## src/rtl/data_pack_pkg.sv

```systemverilog
// Shared constants and types for the 7-to-32 symbol packer.
package data_pack_pkg;

    localparam int DEF_IN_WIDTH  = 7;
    localparam int DEF_OUT_WIDTH = 32;
    localparam int BITS_W        = $clog2(DEF_OUT_WIDTH) + 1;

    function automatic int acc_width(input int in_w, input int out_w);
        return out_w + in_w - 1;
    endfunction

    localparam int ACC_W = acc_width(DEF_IN_WIDTH, DEF_OUT_WIDTH);

    typedef enum logic [1:0] {
        IDLE,
        PACK,
        FLUSH
    } state_t;

endpackage

```

## src/rtl/data_pack_gearbox.sv

```systemverilog
// Shift-append accumulator: symbols land at acc[cnt +: IN_WIDTH], full words leave from the bottom.
module pack_gearbox
    import data_pack_pkg::*;
#(
    parameter int IN_WIDTH  = DEF_IN_WIDTH,
    parameter int OUT_WIDTH = DEF_OUT_WIDTH
) (
    input  logic                  clk,
    input  logic                  rst_n,
    input  logic                  clear,
    input  logic                  append,
    input  logic                  emit,
    input  logic [IN_WIDTH-1:0]   data,
    output logic [OUT_WIDTH-1:0]  word,
    output logic [BITS_W-1:0]     fill,
    output logic                  word_ready,
    output logic [BITS_W-2:0]     leftover
);

    localparam int ACC_WL = acc_width(IN_WIDTH, OUT_WIDTH);

    logic [ACC_WL-1:0] acc;
    logic [ACC_WL-1:0] base_acc;
    logic [ACC_WL-1:0] merged;
    logic [BITS_W-2:0] cnt;
    logic [BITS_W-2:0] base_cnt;
    logic [BITS_W-1:0] fill_c;

    // clear drops the old contents first, so a clear+append starts a fresh word at bit 0
    always_comb begin
        base_acc = clear ? '0 : acc;
        base_cnt = clear ? '0 : cnt;
        merged   = base_acc;
        fill_c   = {1'b0, base_cnt};
        if (append) begin
            merged = base_acc | (ACC_WL'(data) << base_cnt);
            fill_c = {1'b0, base_cnt} + BITS_W'(IN_WIDTH);
        end
    end

    assign word       = merged[OUT_WIDTH-1:0];
    assign fill       = fill_c;
    assign word_ready = (fill_c >= BITS_W'(OUT_WIDTH));
    assign leftover   = word_ready ? (BITS_W-1)'(fill_c - BITS_W'(OUT_WIDTH)) : '0;

    // bits above fill are always zero, so emitting a short word also empties the accumulator
    always_ff @(posedge clk or negedge rst_n) begin
        if (!rst_n) begin
            acc <= '0;
            cnt <= '0;
        end else if (emit) begin
            acc <= merged >> OUT_WIDTH;
            cnt <= leftover;
        end else if (append || clear) begin
            acc <= merged;
            cnt <= fill_c[BITS_W-2:0];
        end
    end

endmodule

```

## src/rtl/data_pack.sv

```systemverilog
// Packs sop/eop-framed 7-bit symbols LSB-first into 32-bit words with a one-deep output register.
//   state | meaning
//   IDLE  | no packet open; only a sop symbol is taken
//   PACK  | packet open, symbols appended to the gearbox
//   FLUSH | eop overflowed a word; leftover bits wait for the output slot
module data_pack
    import data_pack_pkg::*;
#(
    parameter int IN_WIDTH  = DEF_IN_WIDTH,
    parameter int OUT_WIDTH = DEF_OUT_WIDTH
) (
    input  logic                  clk,
    input  logic                  rst_n,
    input  logic                  valid_in,
    input  logic [IN_WIDTH-1:0]   data_in,
    input  logic                  sop_in,
    input  logic                  eop_in,
    output logic                  ready_out,
    output logic                  valid_out,
    output logic [OUT_WIDTH-1:0]  data_out,
    output logic                  sop_out,
    output logic                  eop_out,
    output logic [BITS_W-1:0]     bits_out,
    input  logic                  ready_in,
    output logic                  drop_out
);

    state_t state;
    logic   pend_sop;

    logic                 slot_free;
    logic                 accept;
    logic                 take;
    logic                 load_pack;
    logic                 load_flush;
    logic                 overflow;
    logic [OUT_WIDTH-1:0] gb_word;
    logic [BITS_W-1:0]    gb_fill;
    logic                 gb_word_ready;
    logic [BITS_W-2:0]    gb_leftover;

    assign slot_free  = ~valid_out | ready_in;
    assign ready_out  = (state != FLUSH) & slot_free;
    assign accept     = valid_in & ready_out;
    assign take       = accept & ((state == PACK) | sop_in);
    assign load_pack  = take & (eop_in | gb_word_ready);
    assign load_flush = (state == FLUSH) & slot_free;
    assign overflow   = gb_word_ready & (gb_leftover != '0);

    pack_gearbox #(
        .IN_WIDTH  (IN_WIDTH),
        .OUT_WIDTH (OUT_WIDTH)
    ) u_gearbox (
        .clk        (clk),
        .rst_n      (rst_n),
        .clear      (accept & sop_in),
        .append     (take),
        .emit       (load_pack | load_flush),
        .data       (data_in),
        .word       (gb_word),
        .fill       (gb_fill),
        .word_ready (gb_word_ready),
        .leftover   (gb_leftover)
    );

    always_ff @(posedge clk or negedge rst_n) begin
        if (!rst_n) begin
            state     <= IDLE;
            pend_sop  <= 1'b0;
            valid_out <= 1'b0;
            data_out  <= '0;
            sop_out   <= 1'b0;
            eop_out   <= 1'b0;
            bits_out  <= '0;
            drop_out  <= 1'b0;
        end else begin
            drop_out <= accept & sop_in & (state == PACK);

            if (valid_out & ready_in)
                valid_out <= 1'b0;

            if (load_pack) begin
                valid_out <= 1'b1;
                data_out  <= gb_word;
                sop_out   <= sop_in | pend_sop;
                eop_out   <= eop_in & ~overflow;
                bits_out  <= gb_word_ready ? BITS_W'(OUT_WIDTH) : gb_fill;
            end else if (load_flush) begin
                valid_out <= 1'b1;
                data_out  <= gb_word;
                sop_out   <= 1'b0;
                eop_out   <= 1'b1;
                bits_out  <= gb_fill;
            end

            // sop is owed to the first word loaded after the packet (re)opens
            if (load_pack)
                pend_sop <= 1'b0;
            else if (take & sop_in)
                pend_sop <= 1'b1;

            case (state)
                IDLE:    if (take) state <= eop_in ? IDLE : PACK;
                PACK:    if (take & eop_in) state <= overflow ? FLUSH : IDLE;
                FLUSH:   if (slot_free) state <= IDLE;
                default: state <= IDLE;
            endcase
        end
    end

endmodule

```

## config.mk

```make
export PLATFORM = sky130hd
export DESIGN_NAME = data_pack
export DESIGN_NICKNAME = d
export VERILOG_FILES = /design/src/rtl/data_pack_pkg.sv /design/src/rtl/data_pack_gearbox.sv /design/src/rtl/data_pack.sv
export SDC_FILE = /design/constraint.sdc
export NUM_CORES = 1
export LEC_CHECK = 0
export CAP_MARGIN = 10
export CORE_MARGIN = 4
export CORE_UTILIZATION = 55
export DETAILED_ROUTE_END_ITERATION = 12
export PLACE_DENSITY_LB_ADDON = 0.12
export RECOVER_POWER = 100
export SYNTH_ARGS = -nofsm -noshare
export SYNTH_HDL_FRONTEND = slang
export SYNTH_SLANG_ARGS = --single-unit
```

## constraint.sdc

```tcl
create_clock -name clk -period 2.71 [get_ports clk]
set_clock_uncertainty 0.15 [all_clocks]
set_input_delay 0.542 -clock clk [delete_from_list [all_inputs] [get_ports clk]]
set_output_delay 0.542 -clock clk [all_outputs]
set_load 0.1 [all_outputs]
```

# --- After elaboration in Yosys (flattened, before gate mapping) ---
# Index checks and enable logic that the tools add are counted.
classes:
  n_addsub: 2
  n_lt_le_gt_ge: 1
  eq_ne: 6
  shift: 1
  muxes: 29
  bitwise: 20
  reduce_logical: 8
op_table:
  columns: ["operator", "count"]
  rows:
  - ["two-way mux 38 bit", 4]
  - ["two-way mux 32 bit", 2]
  - ["bitwise OR 38 bit", 1]
  - ["left shift 7 x 5 -> 38 bit", 1]
  - ["two-way mux 6 bit", 4]
  - ["two-way mux 5 bit", 4]
  - ["bitwise AND 1 bit", 12]
  - ["two-way mux 1 bit", 10]
  - ["two-way mux 2 bit", 4]
  - ["adder 5 x 3 -> 6 bit, second input constant", 1]
  - [">= comparator 6 bit, second input constant", 1]
  - ["!= test 2 bit, second input constant", 3]
  - ["one-hot mux 2 bit (3 select lines)", 1]
  - ["nonzero test 2 bit", 3]
  - ["bitwise OR 1 bit", 5]
  - ["nonzero test 5 bit", 1]
  - ["subtractor 5 x 1 -> 5 bit, second input constant", 1]
  - ["AND reduction 3 bit", 1]
  - ["nonzero test 3 bit", 1]
  - ["equality test 2 x 1 -> 1 bit, second input constant", 1]
  - ["equality test 2 bit, second input constant", 1]
  - ["logical NOT 2 bit", 1]
  - ["!= test 2 x 1 -> 1 bit, second input constant", 1]
  - ["inverter 1 bit", 2]
  - ["logical OR 1 bit", 1]
word_totals:
  ff_bits: 88
  input_bits: 13
  word_cells: 77

# --- Logic depth before layout (Yosys ltp) ---
logic_depth:
  depth_word: 15
  ltp_mapped: 9
  ltp_nobuf: 6

# --- Cells and area by module ---
# From an unflattened synthesis, not the netlist that was laid out.
hier_totals:
  cells_unflattened: 466
  hier_area_um2: 4837.1
modules_own_cells:
  columns: ["mod", "instances", "cells_per_inst", "area_each_um2", "seq_area_each_um2"]
  rows:
  - ["pack_gearbox", 1, 337, 2861.5, 1076.0]
  - ["data_pack", 1, 129, 1975.6, 1126.1]

# --- Worst setup path after synthesis ---
# No wires, ideal clock.
synth_path:
  path_kind: "register to output"
  startpoint: "register valid_out"
  endpoint: "output port ready_out"
  arrival_time_ps: 2513
  required_ps: 2018
  slack_ps: -495
  stages_incl_launch_ff: 4
  n_path_buf: 1
  cell_sequence: "dfrtp_1 > nor2b_1 > clkbuf_1 > nor2_1"
synth_via:
  elab_chain_len: 3
synth_lines:
  columns: ["element", "line", "text"]
  rows:
  - ["from (decl)", "data_pack.sv:19", "output logic valid_out,"]
  - ["from (signal assigned)", "data_pack.sv:70", "valid_out <= 1'b0;"]
  - ["from (signal assigned)", "data_pack.sv:80", "valid_out <= 1'b0;"]
  - ["from (signal assigned)", "data_pack.sv:83", "valid_out <= 1'b1;"]
  - ["inverter 1 bit", "data_pack.sv:42", "assign slot_free = ~valid_out | ready_in;"]
  - ["bitwise OR 1 bit", "data_pack.sv:42", null]
  - ["bitwise AND 1 bit", "data_pack.sv:43", "assign ready_out = (state != FLUSH) & slot_free;"]
  - ["to (decl)", "data_pack.sv:18", "output logic ready_out,"]
# Every way passes these cells.

# --- Final worst setup path ---
layout_path:
  startpoint: "input port sop_in"
  endpoint: "register data_out[24]"
layout_via:
  elab_chain_len: 8
  word_cells_on_any_way: 16
layout_lines:
  columns: ["element", "line", "text"]
  rows:
  - ["from (decl)", "data_pack.sv:16", "input logic sop_in,"]
  - ["bitwise AND 1 bit", "data_pack.sv:56", ".clear (accept & sop_in),"]
  - ["two-way mux 5 bit", "data_pack_gearbox.sv:32", "base_cnt = clear ? '0 : cnt;"]
  - ["adder 5 x 3 -> 6 bit", "data_pack_gearbox.sv:37", "fill_c = {1'b0, base_cnt} + BITS_W'(IN_WIDTH);"]
  - ["two-way mux 6 bit", "data_pack_gearbox.sv:35", "if (append) begin"]
  - [">= comparator 6 bit", "data_pack_gearbox.sv:43", "assign word_ready = (fill_c >= BITS_W'(OUT_WIDTH));"]
  - ["bitwise OR 1 bit", "data_pack.sv:46", "assign load_pack = take & (eop_in | gb_word_ready);"]
  - ["bitwise AND 1 bit", "data_pack.sv:46", null]
  - ["two-way mux 32 bit or nonzero test 2 bit (tied branches)", null, null]
  - ["to (signal assigned)", "data_pack.sv:84", "data_out <= gb_word;"]
  - ["to (signal assigned)", "data_pack.sv:90", "data_out <= gb_word;"]
  - ["to (decl)", "data_pack.sv:20", "output logic [OUT_WIDTH-1:0] data_out,"]
# Several ways; a longest one is shown, not always the timed one. The select of a mux whose other input is x is not followed.
# A chain may end at the register's enable or synchronous reset.

==> reports/results.tsv <==
metric	value	unit
outcome	finished with violations	
failing checks	hold timing	
CORE AREA	7770	um2
First DRT Iteration DRCs	321	
DR vias	4280	
cell breakdown of the critical path	clkdlybuf4s50_1 -> buf_4 -> inv_1 -> maj3_1 -> nor2_2 -> clkbuf_1 -> a21oi_4 -> o41ai_1	
final hold vios	20	
dpl hpwl	10200	um
Placed Instances	682	
Seq/Total Area, Yosys	49.8	%
clk_lat worst skew	360	ps
DR WL/cell	19.6	um
cell internal pwr	3.13	mW
Post-DRT Antenna Nets	0	
pre-CTS setup slack	-302	ps
Pwr Total	6.50	mW
Avg Vias per Cell	6.13	
Cell Rows	32	
Final min period	2630	ps
Max clock buf depth	2	
cts hold-fix bufs	0	
Post-synth EDFFs	0	
synth unique cells	59	
H-tree depth	3	
Synth top area share	49.8	%
ys async rst share	100	%
Initial Utilization	56.9	%
Crit Path Class	in2reg	
worst min path class	in2async	
post-synth top area cell	dfrtp_1	
register share of total power	27.9	%
I/O pin count	56	
flop2flop setup slack	100	ps
Fmax achieved	0.380	GHz
Clock power frac	16.7	%
vias in the first global route	4260	
clk sinks	88	
Max-cap violations	0	
die width	97.7	um
Critical Path RT	2780	ps
count leader, synth	dfrtp_1	
RSZ-0062 raised after global routing	false	
Finished Layout Cells	698	
Psw	3.36	mW
total grt overflow	0	
Commonest cells post-synth	dfrtp_1 (88), nor2_1 (55), nand2_1 (49)	
Pleak	2.52	nW
ys flop type	dfrtp_1	
initial antenna violation count	0	
syn nets	476	
Worst path slowest cell	clkdlybuf4s50_1	
setup slack after layout	75.4	ps
Final Setup Violations	0	
fin crit share	97.2	%
Worst EP arrival	2700	ps
gr usage total	29.1	%
worst-margin pin slew	1190	ps
TritonCTS Buffers	9	
FF-to-FF End	data_out[24]$_DFFE_PN0N_	
flops & latches, synth	88	
post-CTS setup repair buffer count	0	
area grow syn2layout	27.9	%
worst reg2reg startpoint	u_gearbox.cnt[0]$_DFFE_PN0P_	
top fanout value on the critical path	17	
Max-slew headroom	21.0	%
Vert. Die Dim	97.7	um
Slew Limit Fails	0	
share of layout cells above drive strength 1	21.0	%
DRC violation count after routing	0	
pwr dens	1150	nW/um2
Root Buffer	clkbuf_8	
Antenna Cells	0	
Avg Cell Area, Syn	9.55	um2
Mapped Cells	463	
mapped cell area	4420	um2
Fin Hold WS	-18.6	ps
cts repair resizes	0	
Comb power frac	55.4	%
DIE AREA	9540	um2
R2R depth	8	
CP startpoint kind	input port	
DR pass1 iterations	5	
first-pass GRT wire length	22300	um
cell family with most CP delay	buffers and inverters	
Crit path largest cell delay	480	ps
GP Congestion	0.957	
critical path endpoint category	register	
pin count of the biggest net entering global routing	40	
Max VDD drop	865	uV
Nets	604	
CTS tree	yes	
clock transition at the registers of the reported paths	100	ps
Final Util	72.8	%
Buf/Inv on CP	4	
synth top area cells	dfrtp_1 (50%), nor2_1 (4.7%), nand2_1 (4.2%), a21oi_1 (3.6%), o21ai_0 (2.8%)	
Post-Route WL	13700	um
switching fraction of total power	51.8	%
synth warn	0	
# port buffers	55	
-- metrics by stage --
step / hold slack [ps] / area (um2) / setup TNS, ps
after global placement: 312 / 5640 / -7960
after floorplan: 96.4 / 4430 / 0
final: -18.6 / 5650 / 0
after global routing: 9.03 / 5650 / 0
after detailed placement: 328 / 5640 / -11450
after CTS: 3.03 / 5880 / 0
-- power by group through the flow --
stage	Clock, mW	Sequential [mW]	Combinational, mW
final	1.09	1.81	3.60
after CTS	1.09	1.82	3.75
after detailed placement	0	1.84	3.73
after global routing	1.15	1.85	3.78
after global placement	0	1.82	3.70
after floorplan	0	3.11	1.23
-- cell type report --
class / instances / area [um2]
Clock buffer: 10 / 138
Clock inverter: 6 / 97.6
Fill cell: 628 / 2110
Inverter: 6 / 22.5
Multi-Input combinational cell: 337 / 2070
Sequential cell: 88 / 2200
Tap cell: 102 / 128
Timing Repair Buffer: 149 / 996
-- layer usage --
layer	track usage, %	wire length (um)	vias up
li1	-	-	1936
met1	41.5	5890	2085
met2	45.3	6470	225
met3	4.38	1010	34
met4	10.5	341	0
met5	0	0	-
-- worst max path at each step --
stage	start	endpoint	slack, ps	cells after the start
finish	sop_in	data_out[24]$_DFFE_PN0N_	80	8
detailed placement	ready_in	data_out[9]$_DFFE_PN0N_	-300	9
global route	sop_in	data_out[24]$_DFFE_PN0N_	7	8
floorplan	valid_out$_DFFE_PN0P_	data_out[23]$_DFFE_PN0N_	150	8
CTS	ready_in	data_out[9]$_DFFE_PN0N_	6	9
global placement	ready_in	data_out[9]$_DFFE_PN0N_	-260	9
-- kinds of logic (layout without fill, tap and decap cells) --
| family | count (synthesis) | after routing | share of synthesized area (%) |
|---|---|---|---|
| AOI/OAI and AO/OA | 147 | 147 | 23.6 |
| xor gates and xnor gates | 3 | 3 | 0.594 |
| adders and majority gates | 2 | 2 | 0.453 |
| buffers and inverters | 38 | 171 | 3.76 |
| DFF | 88 | 88 | 49.8 |
| muxes | 16 | 16 | 4.07 |
| and+or+nand+nor | 169 | 169 | 17.7 |
-- sequential cells by signal (all words and copies together), names as in the netlist --
| signal | flops |
|---|---|
| u_gearbox.acc | 38 |
| drop_out | 1 |
| u_gearbox.cnt | 5 |
| valid_out | 1 |
| bits_out | 6 |
| eop_out | 1 |
| data_out | 32 |
| pend_sop | 1 |
| state | 2 |
| sop_out | 1 |
-- layout by cell type, fill, tap and decap left out, types with 8 or more instances in the layout --
cell type	netlist	layout
clkdlybuf4s50_1	0	11
buf_4	0	77
mux2i_1	9	9
nand3_1	11	11
nor3_1	11	11
a22o_1	13	13
nand2_1	49	49
clkbuf_8	0	10
clkbuf_1	14	50
nor2_1	55	54
a22oi_1	8	8
dfrtp_1	88	87
a21oi_1	32	31
o22ai_1	8	8
o21ai_0	25	26
(Power assumes the default switching activity.)
==> RTL change (same flow settings) <==
Encoding of `state_t`: now one-hot (3 bits for 3 states).
--- a/src/rtl/data_pack_pkg.sv
+++ b/src/rtl/data_pack_pkg.sv
@@ -11,10 +11,10 @@
 
     localparam int ACC_W = acc_width(DEF_IN_WIDTH, DEF_OUT_WIDTH);
 
-    typedef enum logic [1:0] {
-        IDLE,
-        PACK,
-        FLUSH
+    typedef enum logic [2:0] {
+        IDLE  = 3'b001,
+        PACK  = 3'b010,
+        FLUSH = 3'b100
     } state_t;
 
 endpackage
Formal check against the unedited RTL: same outputs for any inputs over 4 cycles, from zero or initial values and one cycle with rst_n low; so few cycles prove little.
==> RTL change against the original RTL <==
  * Sequential cell count up 1
  * Non-clock buffer count down 18
  * Synthesized area up 6.4%
  * Power down 31%
  * Sequential share of layout area up 0.56 points
  * Setup slack better by 23 ps
  * Final area down 0.29%
  * Critical path type is now flop to flop
  * Routed wire length up 1.8%
==> RTL change: results (changes against the original RTL) <==
Hold Crit Class=primary input to asynchronous set/reset pin (unchanged); clk slew on worst S/H paths=90 ps; Routed Antenna Nets=0 (unchanged); Post-synth top cells=dfrtp_1, nor2_1, nand2_1 (unchanged); library cells used by synthesis=75 (was 59); Placed Cells=679 (was 682); largest registers=u_gearbox.acc x38, data_out x32, bits_out x6 (unchanged); yosys warns=0 (unchanged); Root Buffer=clkbuf_8 (unchanged); Max Root-Sink Buffers=2 (unchanged); Slew @ Worst Pin=1200 ps (was 1190 ps); Via-to-Cell Ratio=6.22 (was 6.13); non-filler cells in the finished layout=695 (was 698); leakage=2.43 nW (was 2.52 nW); asr flop ratio synth=1.00 (unchanged); CP max FO=11 (was 17); Iter 0 DRT Violations=354 (was 321); Final GP Congestion=0.971 (was 0.957); Peak VDD IR=0.000459 V (was 0.000865 V); pre-CTS setup slack=-197 ps (was -302 ps); port buffer count=55 (unchanged); gr usage total=0.289 (was 0.291); CP arrival=2690 ps (was 2700 ps); largest cells by area after synthesis=dfrtp_1, nor2_1, nand2_1, mux2i_1, o211ai_1 (was dfrtp_1, nor2_1, nand2_1, a21oi_1, o21ai_0); n_diodes=0 (unchanged); Post-synth EDFFs=0 (unchanged); Synth Area per Inst=9.70 sq um (was 9.55 sq um); total CTS buffers=9 (unchanged); vias in the first global route=4294 (was 4260); Seq/Total Area, Yosys=0.474 (was 0.498); Largest delay share family, worst path=compound AO/OA/AOI/OAI gates (was buffers and inverters); total nets after synthesis=498 (was 476); HPWL after DPL=10400 um (was 10200 um); layout cells sized above 1=0.188 (was 0.210); Critical Path Max Stage Delay=580 ps (was 480 ps); drt first pass iters=6 (was 5); status=finished clean (was finished, violations left); WL final=14000 um (was 13700 um); layout net count=598 (was 604); initial antenna violation count=0 (unchanged); largest net degree at the start of global routing=49 (was 40); first-pass GRT wire length=22700 um (was 22300 um); Critical-path top delay cell=or3b_1 (was clkdlybuf4s50_1); Clk Latency, worst-skew pair=360 ps (about the same); H-tree Lvls=3 (unchanged)
==> RTL change: cell types whose count changed in the layout (fill, tap and decap cells not counted), moves of 5 or more <==
cell | before | now
nand3_1 | 11 | 19
buf_4 | 77 | 58
nor2_1 | 54 | 59
o21ai_0 | 26 | 19
and2_0 | 7 | 1
o2bb2ai_1 | 0 | 11
a21oi_1 | 31 | 17
o211ai_1 | 7 | 16
a22o_1 | 13 | 3
==> RTL change: logic make-up (layout without fill, tap and decap cells) <==
family / after synthesis / in the layout / share of synthesized area
simple gates: 177 / 177 / 0.185
buf+inv: 51 / 156 / 0.0577
mux: 18 / 18 / 0.0447
compound gates: 147 / 147 / 0.233
xor+xnor: 3 / 3 / 0.00558
flops: 89 / 89 / 0.474
==> RTL change: path summary, 6_finish.rpt <==
path / startpoint / endpoint / slack [ps] / cells after the start
max in group asynchronous: rst_n / data_out[17] / 730 / 2
min in group clk: bits_out[5] / bits_out[5] / 340 / 1
worst max-delay path: state[1] / data_out[17] / 100 / 5
worst max register to register: state[1] / data_out[17] / 100 / 5
worst min-delay path: rst_n / bits_out[1] / 250 / 1
worst min register to register: bits_out[5] / bits_out[5] / 340 / 1
==> RTL change: report_power, final <==
group	leakage [nW]	internal, W	total [W]	switching [W]
combinational	1.16	0.000484	0.00198	0.00149
clock	0.0815	0.000344	0.000847	0.000503
sequential	1.18	0.00151	0.00164	0.000128
==> RTL change: metrics by stage <==
stage               instance area (sq um)  hold slack (ps)  power [W]
finish                               5640              254    0.00446
global placement                     5700              309    0.00370
global route                         5640              344    0.00467
detailed placement                   5700              319    0.00373
CTS                                  5880             58.7    0.00457
floorplan                            4710             96.4    0.00314
==> RTL change: layer usage <==
metal,track usage,vias up,part of all wire
met2,0.456,174,0.47
met4,0.0933,0,0.021
met3,0.0394,28,0.058
li1,-,1994,-
met5,0,-,0
met1,0.416,2125,0.45
==> RTL change: layout make-up <==
class	count	area, sq um
Multi-Input combinational cell	345	2230
Timing Repair Buffer	131	830
Inverter	9	33.8
Fill cell	727	2620
Tap cell	105	131
Clock inverter	6	56.3
Clock buffer	10	128
Sequential cell	89	2230
==> RTL change: repair_timing <==
item / CTS / global route
resized for setup: 0 / 1
endpoints found under the setup margin: 0 / 1
buffers inserted: 0 / 0
